$ cat config.mk
export PLATFORM = sky130hd
export DESIGN_NAME = mux_nx1_seq
export DESIGN_NICKNAME = d
export VERILOG_FILES = /design/src/rtl/mux_nx1_seq.sv
export SDC_FILE = /design/constraint.sdc
export NUM_CORES = 1
export LEC_CHECK = 0
export BUFFER_PORTS_ARGS = -buffer_cell sky130_fd_sc_hd__buf_4
export CORE_ASPECT_RATIO = 1.75
export CORE_UTILIZATION = 40
export CTS_BUF_LIST = sky130_fd_sc_hd__clkbuf_8
export CTS_CLUSTER_DIAMETER = 100
export DETAILED_ROUTE_END_ITERATION = 8
export GPL_TIMING_DRIVEN = 0
export HOLD_SLACK_MARGIN = 0.05
export PLACE_DENSITY = 0.76
export RECOVER_POWER = 100
export SLEW_MARGIN = 20
export SYNTH_ARGS = -nofsm -noshare
export SYNTH_HDL_FRONTEND = slang
export SYNTH_SLANG_ARGS = --single-unit
$ cat constraint.sdc
create_clock -name clk -period 2.18 [get_ports clk]
set_input_delay 0.218 -clock clk [delete_from_list [all_inputs] [get_ports clk]]
set_output_delay 0.218 -clock clk [all_outputs]
set_load 0.01 [all_outputs]
$ cat src/rtl/mux_nx1_seq.sv
// -----------------------------------------------------------------------------
// mux_nx1_seq
//   Parametrised N-to-1 registered multiplexer with a valid/ready handshake.
//   One DATA_WIDTH word is picked from the packed i_data_bus by i_cmd and
//   registered. A 2-entry skid buffer (main + skid registers) lets the block
//   sustain one beat per cycle under backpressure. o_ready is driven only by
//   register state and the rst pin, so there is no combinational path from
//   i_ready to o_ready.
//
// Parameters
//   DATA_WIDTH    width of one data word
//   NUM_INPUT     number of words on i_data_bus (>= 2)
//   COMMAND_WIDTH width of i_cmd, >= clog2(NUM_INPUT)
//
// Ports
//   clk         clock, all logic on the rising edge
//   rst         synchronous reset, active-low
//   i_valid     upstream beat valid
//   i_data_bus  packed inputs, word k = i_data_bus[k*DATA_WIDTH +: DATA_WIDTH]
//   i_en        mux enable, a beat is accepted only while high
//   i_cmd       select index for the current beat
//   o_ready     block can accept a beat this cycle
//   o_valid     output word valid
//   o_data_bus  selected word (zero while o_valid is low)
//   i_ready     downstream accepts o_data_bus this cycle
//   o_cmd_err   sticky out-of-range command flag (only with
//               MUX_NX1_SEQ_CMD_ERR_EN defined)
//
// Optional feature macro: MUX_NX1_SEQ_CMD_ERR_EN
// -----------------------------------------------------------------------------
module mux_nx1_seq #(
  parameter int DATA_WIDTH    = 32,
  parameter int NUM_INPUT     = 4,
  parameter int COMMAND_WIDTH = 2
) (
  input  logic                            clk,
  input  logic                            rst,
  input  logic                            i_valid,
  input  logic [NUM_INPUT*DATA_WIDTH-1:0] i_data_bus,
  input  logic                            i_en,
  input  logic [COMMAND_WIDTH-1:0]        i_cmd,
  output logic                            o_ready,
  output logic                            o_valid,
  output logic [DATA_WIDTH-1:0]           o_data_bus,
  input  logic                            i_ready
`ifdef MUX_NX1_SEQ_CMD_ERR_EN
  ,
  output logic                            o_cmd_err
`endif
);

  // Occupancy of the two-entry buffer. main holds the head beat, skid the
  // second beat; skid is never valid without main.
  typedef enum logic [1:0] {
    EMPTY = 2'b00,
    ONE   = 2'b01,
    TWO   = 2'b11
  } state_t;

  state_t                  state_q, state_d;
  logic [DATA_WIDTH-1:0]   main_data_q, main_data_d;
  logic [DATA_WIDTH-1:0]   skid_data_q, skid_data_d;

  logic [DATA_WIDTH-1:0]   words [NUM_INPUT];
  logic [DATA_WIDTH-1:0]   sel_word;
  logic                    cmd_in_range;
  logic                    main_v;
  logic                    skid_v;
  logic                    accept;
  logic                    pop;

  // Unpack the input bus into an indexable word array.
  generate
    for (genvar gi = 0; gi < NUM_INPUT; gi++) begin : g_word
      assign words[gi] = i_data_bus[gi*DATA_WIDTH +: DATA_WIDTH];
    end
  endgenerate

  // Out-of-range commands fall through to the zero default.
  always_comb begin
    sel_word     = '0;
    cmd_in_range = 1'b0;
    for (int k = 0; k < NUM_INPUT; k++) begin
      if (i_cmd == COMMAND_WIDTH'(k)) begin
        sel_word     = words[k];
        cmd_in_range = 1'b1;
      end
    end
  end

  assign main_v     = (state_q != EMPTY);
  assign skid_v     = (state_q == TWO);
  assign o_ready    = rst & ~skid_v;
  assign o_valid    = main_v;
  assign o_data_bus = main_v ? main_data_q : '0;
  assign accept     = i_valid & i_en & o_ready;
  assign pop        = main_v & i_ready;

  // Next-state and data-load logic. Data registers only load on the
  // transitions that move a beat, so an idle bus never reaches them.
  always_comb begin
    state_d     = state_q;
    main_data_d = main_data_q;
    skid_data_d = skid_data_q;
    unique case (state_q)
      EMPTY: begin
        if (accept) begin
          state_d     = ONE;
          main_data_d = sel_word;
        end
      end
      ONE: begin
        if (accept && pop) begin
          main_data_d = sel_word;
        end else if (accept) begin
          state_d     = TWO;
          skid_data_d = sel_word;
        end else if (pop) begin
          state_d     = EMPTY;
        end
      end
      TWO: begin
        // o_ready is low here, so only the output side can move.
        if (pop) begin
          state_d     = ONE;
          main_data_d = skid_data_q;
          skid_data_d = '0;
        end
      end
      default: begin
        state_d = EMPTY;
      end
    endcase
  end

  always_ff @(posedge clk) begin
    if (!rst) begin
      state_q     <= EMPTY;
      main_data_q <= '0;
      skid_data_q <= '0;
    end else begin
      state_q     <= state_d;
      main_data_q <= main_data_d;
      skid_data_q <= skid_data_d;
    end
  end

`ifdef MUX_NX1_SEQ_CMD_ERR_EN
  logic cmd_err_q, cmd_err_d;

  // Sticky: once an out-of-range beat is accepted the flag stays set
  // until reset. With NUM_INPUT == 2**COMMAND_WIDTH every command is in
  // range, so the flag can never set.
  always_comb begin
    cmd_err_d = cmd_err_q | (accept & ~cmd_in_range);
  end

  always_ff @(posedge clk) begin
    if (!rst) begin
      cmd_err_q <= 1'b0;
    end else begin
      cmd_err_q <= cmd_err_d;
    end
  end

  assign o_cmd_err = cmd_err_q;
`else
  // Range information is only consumed by the error flag.
  logic unused_cmd_in_range;
  assign unused_cmd_in_range = cmd_in_range;
`endif

endmodule

After elaboration in Yosys (flattened, before gate mapping):

Cells that the tools add are included.

* RAM bits: 0
* input port bits: 135
* logic and storage cells: 46
* bits in registers: 66
* latch bits: 0
* memories: 0
* output and inout port bits: 34
* ROM bits: 0

* divide/modulo/power cells: 0
* multipliers: 0
* bitwise operators: 5
* $lt $le $gt $ge: 0
* multiplexer cells: 18
* reductions and logical operators: 9
* eq/ne operators: 11
* shift-type cells: 0
* add/sub/neg operators: 0

Operators with widths (number)
* $mux 32: 10
* $pmux 32 s3: 1
* $pmux 32 s2: 1
* $reduce_and 4->1: 3
* $mux 2: 5
* $ne 2x2->1 const B: 4
* $eq 2x2->1 const B: 3
* $pmux 2 s3: 1
* $and 1x1->1: 4
* $eq 2x1->1 const B: 2
* $logic_not 2->1: 2
* $reduce_bool 2->1: 2
* $ne 3x3->1 const B: 1
* $reduce_bool 3->1: 1
* $ne 2x1->1 const B: 1
* $logic_and 1x1->1: 1
* $not 1->1: 1

Longest topological paths before layout:

* word-level depth: 8
* gate-level depth with buffers: 8

Least setup slack after synthesis:

Ideal clock, no wire load.

* path kind: register to register
* start point: reg state_q[0]
* end point: reg main_data_q[15]
* setup time: 128 ps
* arrival time: 1596 ps
* setup slack: 456 ps
* required time: 2052 ps
* stages on the path, launching flop included: 8
* path through: dfxtp_1 inv_1 ha_1 buf_6 or3_4 a21oi_4 buf_4 a31oi_2

* cells in the longest elaborated chain, start to end: 7
* elaborated cells on any way between the ends: 15
* those cells by class: eq/ne (5); mux (1); bitwise (4); reduce/logical (5)

Ends and longest elaborated chain
* from (decl): line 60 `state_t state_q, state_d;`
* from (signal assigned): line 142 `state_q <= state_d;`
* $eq 2x2->1: line 92, 105
* $not 1->1: line 93 `assign o_ready = rst & ~skid_v;`
* $and 1x1->1: line 93
* $and 1x1->1: line 96 `assign accept = i_valid & i_en & o_ready;`
* $logic_and 1x1->1: line 113 `if (accept && pop) begin`
* $ne 2x2->1 (no source line)
* $reduce_and 4->1 (no source line)
* to (signal assigned): line 143 `main_data_q <= main_data_d;`
* to (decl): line 61 `logic [DATA_WIDTH-1:0] main_data_q, main_data_d;`

Several ways; a longest one is shown, not always the timed one.
A chain may end at the register's enable or synchronous reset.

Worst setup path in the final report:

* start point: reg state_q[0]
* end point: out o_data_bus[19]

* cells in the longest elaborated chain, start to end: 2

Ends and longest elaborated chain
* $reduce_bool 2->1: line 91 `assign main_v = (state_q != EMPTY);`
* $mux 32: line 95 `assign o_data_bus = main_v ? main_data_q : '0;`
* to (decl): line 44 `output logic [DATA_WIDTH-1:0] o_data_bus,`

Every way passes these cells.

==> results.md <==
- Antenna Violating Nets Remaining: 0
- Rel. slew slack: 0.661
- Metal2 WL: 6440 microns
- Combinational power share: 0.354
- Register bit count reported by yosys: 66
- # rows: 48
- Drt pass-1 iters: 5
- Die height: 134 microns
- Xor/xnor share of the synthesized area: 0
- Antenna violations before repair: 0
- CTS max path bufs: 2
- Max incr delay on CP: 410 ps
- Max Slew Vio Count: 0
- Worst Skew: 7.58 ps
- Synth Flop Type: dfxtp_1
- Tot GR Track Use: 0.226
- Tcrit/Tclk final: 0.943
- Initial Util: 0.409
- Post-Syn Area: 4000 sq um
- Cell count after synthesis: 418
- Reg clk slew, reported paths: 70 ps
- First-pass GRT wire length: 18500 microns
- H-Tree Level Count: 3
- Setup Viol. Count Final: 0
- RSZ-0062 raised after global routing: no
- Synth area leader: dfxtp_1
- Top Metal Used: met4
- Crit-path slowest cell: clkbuf_1
- Crit-path max FO: 10
- GP Congestion: 0.839
- Root Driver: clkbuf_8
- Worst Max-Slew Pin Slew: 508 ps
- Area growth syn-to-layout: 36.4%
- Synth warn: 0
- Sequence of cells on the critical path: inv_1, ha_1, buf_6, clkbuf_1, nor2b_1, buf_4
- Cell variety after synth: 38
- Post-synthesis adder-cell area fraction: 0.0125
- Min Clock Period, post-route: 2060 ps
- Worst Slack Setup Final: 123 ps
- Post-synth EDFFs: 0
- Syn_area_per_cell: 9.57 sq um
- Share of layout cells above drive strength 1: 0.376
- Worst path top cell family by delay: buffers and inverters
- CTS tree: yes
- Bufs and invs on worst path: 4
- Simple-gate portion of the synthesized area: 0.197
- Fin. Hold Viols: 0
- Leakage power: 0.00234 uW
- Internal: 2800 uW
- Sw Pwr: 1360 uW
- FMAX: 486 MHz
- Num ports: 169
- Placed insts: 709
- Post-synthesis sequential area ratio: 0.330
- CP Data Required Time: 1960 ps
- Met1 WL: 4340 microns
- Largest net degree at the start of global routing: 11
- Setup crit end kind: primary output
- Outcome: finished clean
- Diode count: 0
- Avg Vias per Cell: 5.40
- Hold Buf Count CTS: 0
- Number of global-route vias before repair: 3909
- Net Count, Synth: 557
- Post-route DRC: 0
- Dpl ws: 258 ps
- Setup TNS: 0 ps
- Critical path launch point type: flip-flop
- DRT iter0 DRCs: 230
- DP HPWL: 9080 microns
- Wire per inst: 16.0 microns
- Die footprint: 10400 sq um
- Top cell type's share of synthesized area: 0.330
- Die W: 77.6 microns
- Compound-Gate Fraction of Synth Area: 0.206
- Clock group share of total power: 0.239
- Power density over the cells: 762 nW/um^2
- Critical path class: reg -> out
- Routed wire length: 11600 microns
- I/O Buffers: 166
- Grt total ovfl: 0
- Post-synthesis mux area share: 0.179
- Nets: 734
- Top cells by area, synth: dfxtp_1, mux4_2, o31ai_1
- Inserted Clock Buffers: 9
- Hold WC Path Type: in -> reg
- MaxCap Viol Count: 0
- Clk_lat worst skew: 350 ps
- DR vias: 3911
- Sequential share of power: 0.407
- Core ar.: 9790 sq um
- Main combinational cell family by area after synthesis: compound AO/OA/AOI/OAI gates
- Clock sink count: 66
- Worst vdd ir: 0.372 mV
- Sw Share: 0.328
- Postcts setup bufs: 0
- Async set or reset register ratio after synthesis: 0
- Non-filler instance count after layout: 724
- Hold Slack: 341 ps
- Critical Path AT: 1840 ps
- DR WL met3: 534 microns
power groups by stage:
stage	clock (uW)	sequential (uW)	combinational [uW]
after detailed placement	0	1710	1540
after floorplan	0	1650	1020
after global routing	1050	1720	1610
after global placement	0	1700	1510
final	995	1690	1470
after CTS	1000	1690	1550
Yosys cell counts (all sizes together) (2+ instances only):
master / n
dfxtp: 66
a21oi: 21
o22ai: 10
clkbuf: 14
o31ai: 32
o21ai: 24
buf: 29
ha: 4
nand3: 33
mux4: 22
nand2: 43
nand2b: 24
nor4: 2
mux2i: 22
a31oi: 23
inv: 4
nor2b: 34
placed cells by master (no fill, tap or decap), drive strengths merged, types with 6 or more instances in the layout:
cell type,netlist,final
buf,29,158
dfxtp,66,66
clkbuf,14,61
nand2,43,43
nor2b,34,34
nand3,33,33
o31ai,32,32
nand2b,24,24
o21ai,24,24
a31oi,23,23
mux4,22,22
mux2i,22,22
a21oi,21,21
o22ai,10,10
inv,4,6
worst min-delay path: cells and delay by family:
kind	cells	cell delay (ps)
AND/OR/NAND/NOR	2	160
AO/OA/AOI/OAI	1	140
buffers and inverters	1	120
registers in the layout (all words and copies together) (netlist names):
register and cells:
skid_data_q 32, state_q 2, main_data_q 32
path summary, 6_finish.rpt:
| kind | from | cells past startpoint | to | slack, ps |
|---|---|---|---|---|
| max | state_q[0]$_SDFFE_PN0P_ | 6 | o_data_bus[19] | 120 |
| min | i_valid | 4 | state_q[1]$_SDFFE_PN0P_ | 340 |
| max reg2reg | state_q[1]$_SDFFE_PN0P_ | 8 | skid_data_q[27]$_SDFFE_PN0P_ | 170 |
| min reg2reg | skid_data_q[26]$_SDFFE_PN0P_ | 2 | skid_data_q[26]$_SDFFE_PN0P_ | 460 |
cell families after synthesis:
kind of cell    count (synthesis)
simple gates                  142
fa+ha+maj                       4
compound gates                115
mux                            44
flops                          66
buf+inv                        47
metrics by stage:
step                 util  area [sq um]  power [uW]
floorplan               -          4000        2670
global placement    0.552          5400        3210
detailed placement  0.552          5400        3250
CTS                 0.571          5590        4240
global route        0.558          5460        4390
finish              0.558          5460        4160
area by class of cell:
type / instances / area [sq um]
buffer: 43 / 269
multi-input combinational: 305 / 2370
clock inverter: 5 / 47.5
clock buffer: 10 / 138
timing repair buffer: 166 / 1140
tap: 125 / 156
inverter: 4 / 15.0
fill: 913 / 4330
sequential: 66 / 1320
metal layers:
layer  track usage  vias up
met3        0.0340       20
met1         0.249     1879
li1              -     1899
met2         0.424      113
met4        0.0933        0
met5             0        -
repair_timing:
action / in CTS / in global routing
endpoints found under the hold margin: 0 / 0
gates cloned: 0 / 0
resized for setup: 1 / 2
setup endpoints to repair: 1 / 1
Power figures use the tool's default switching activity.
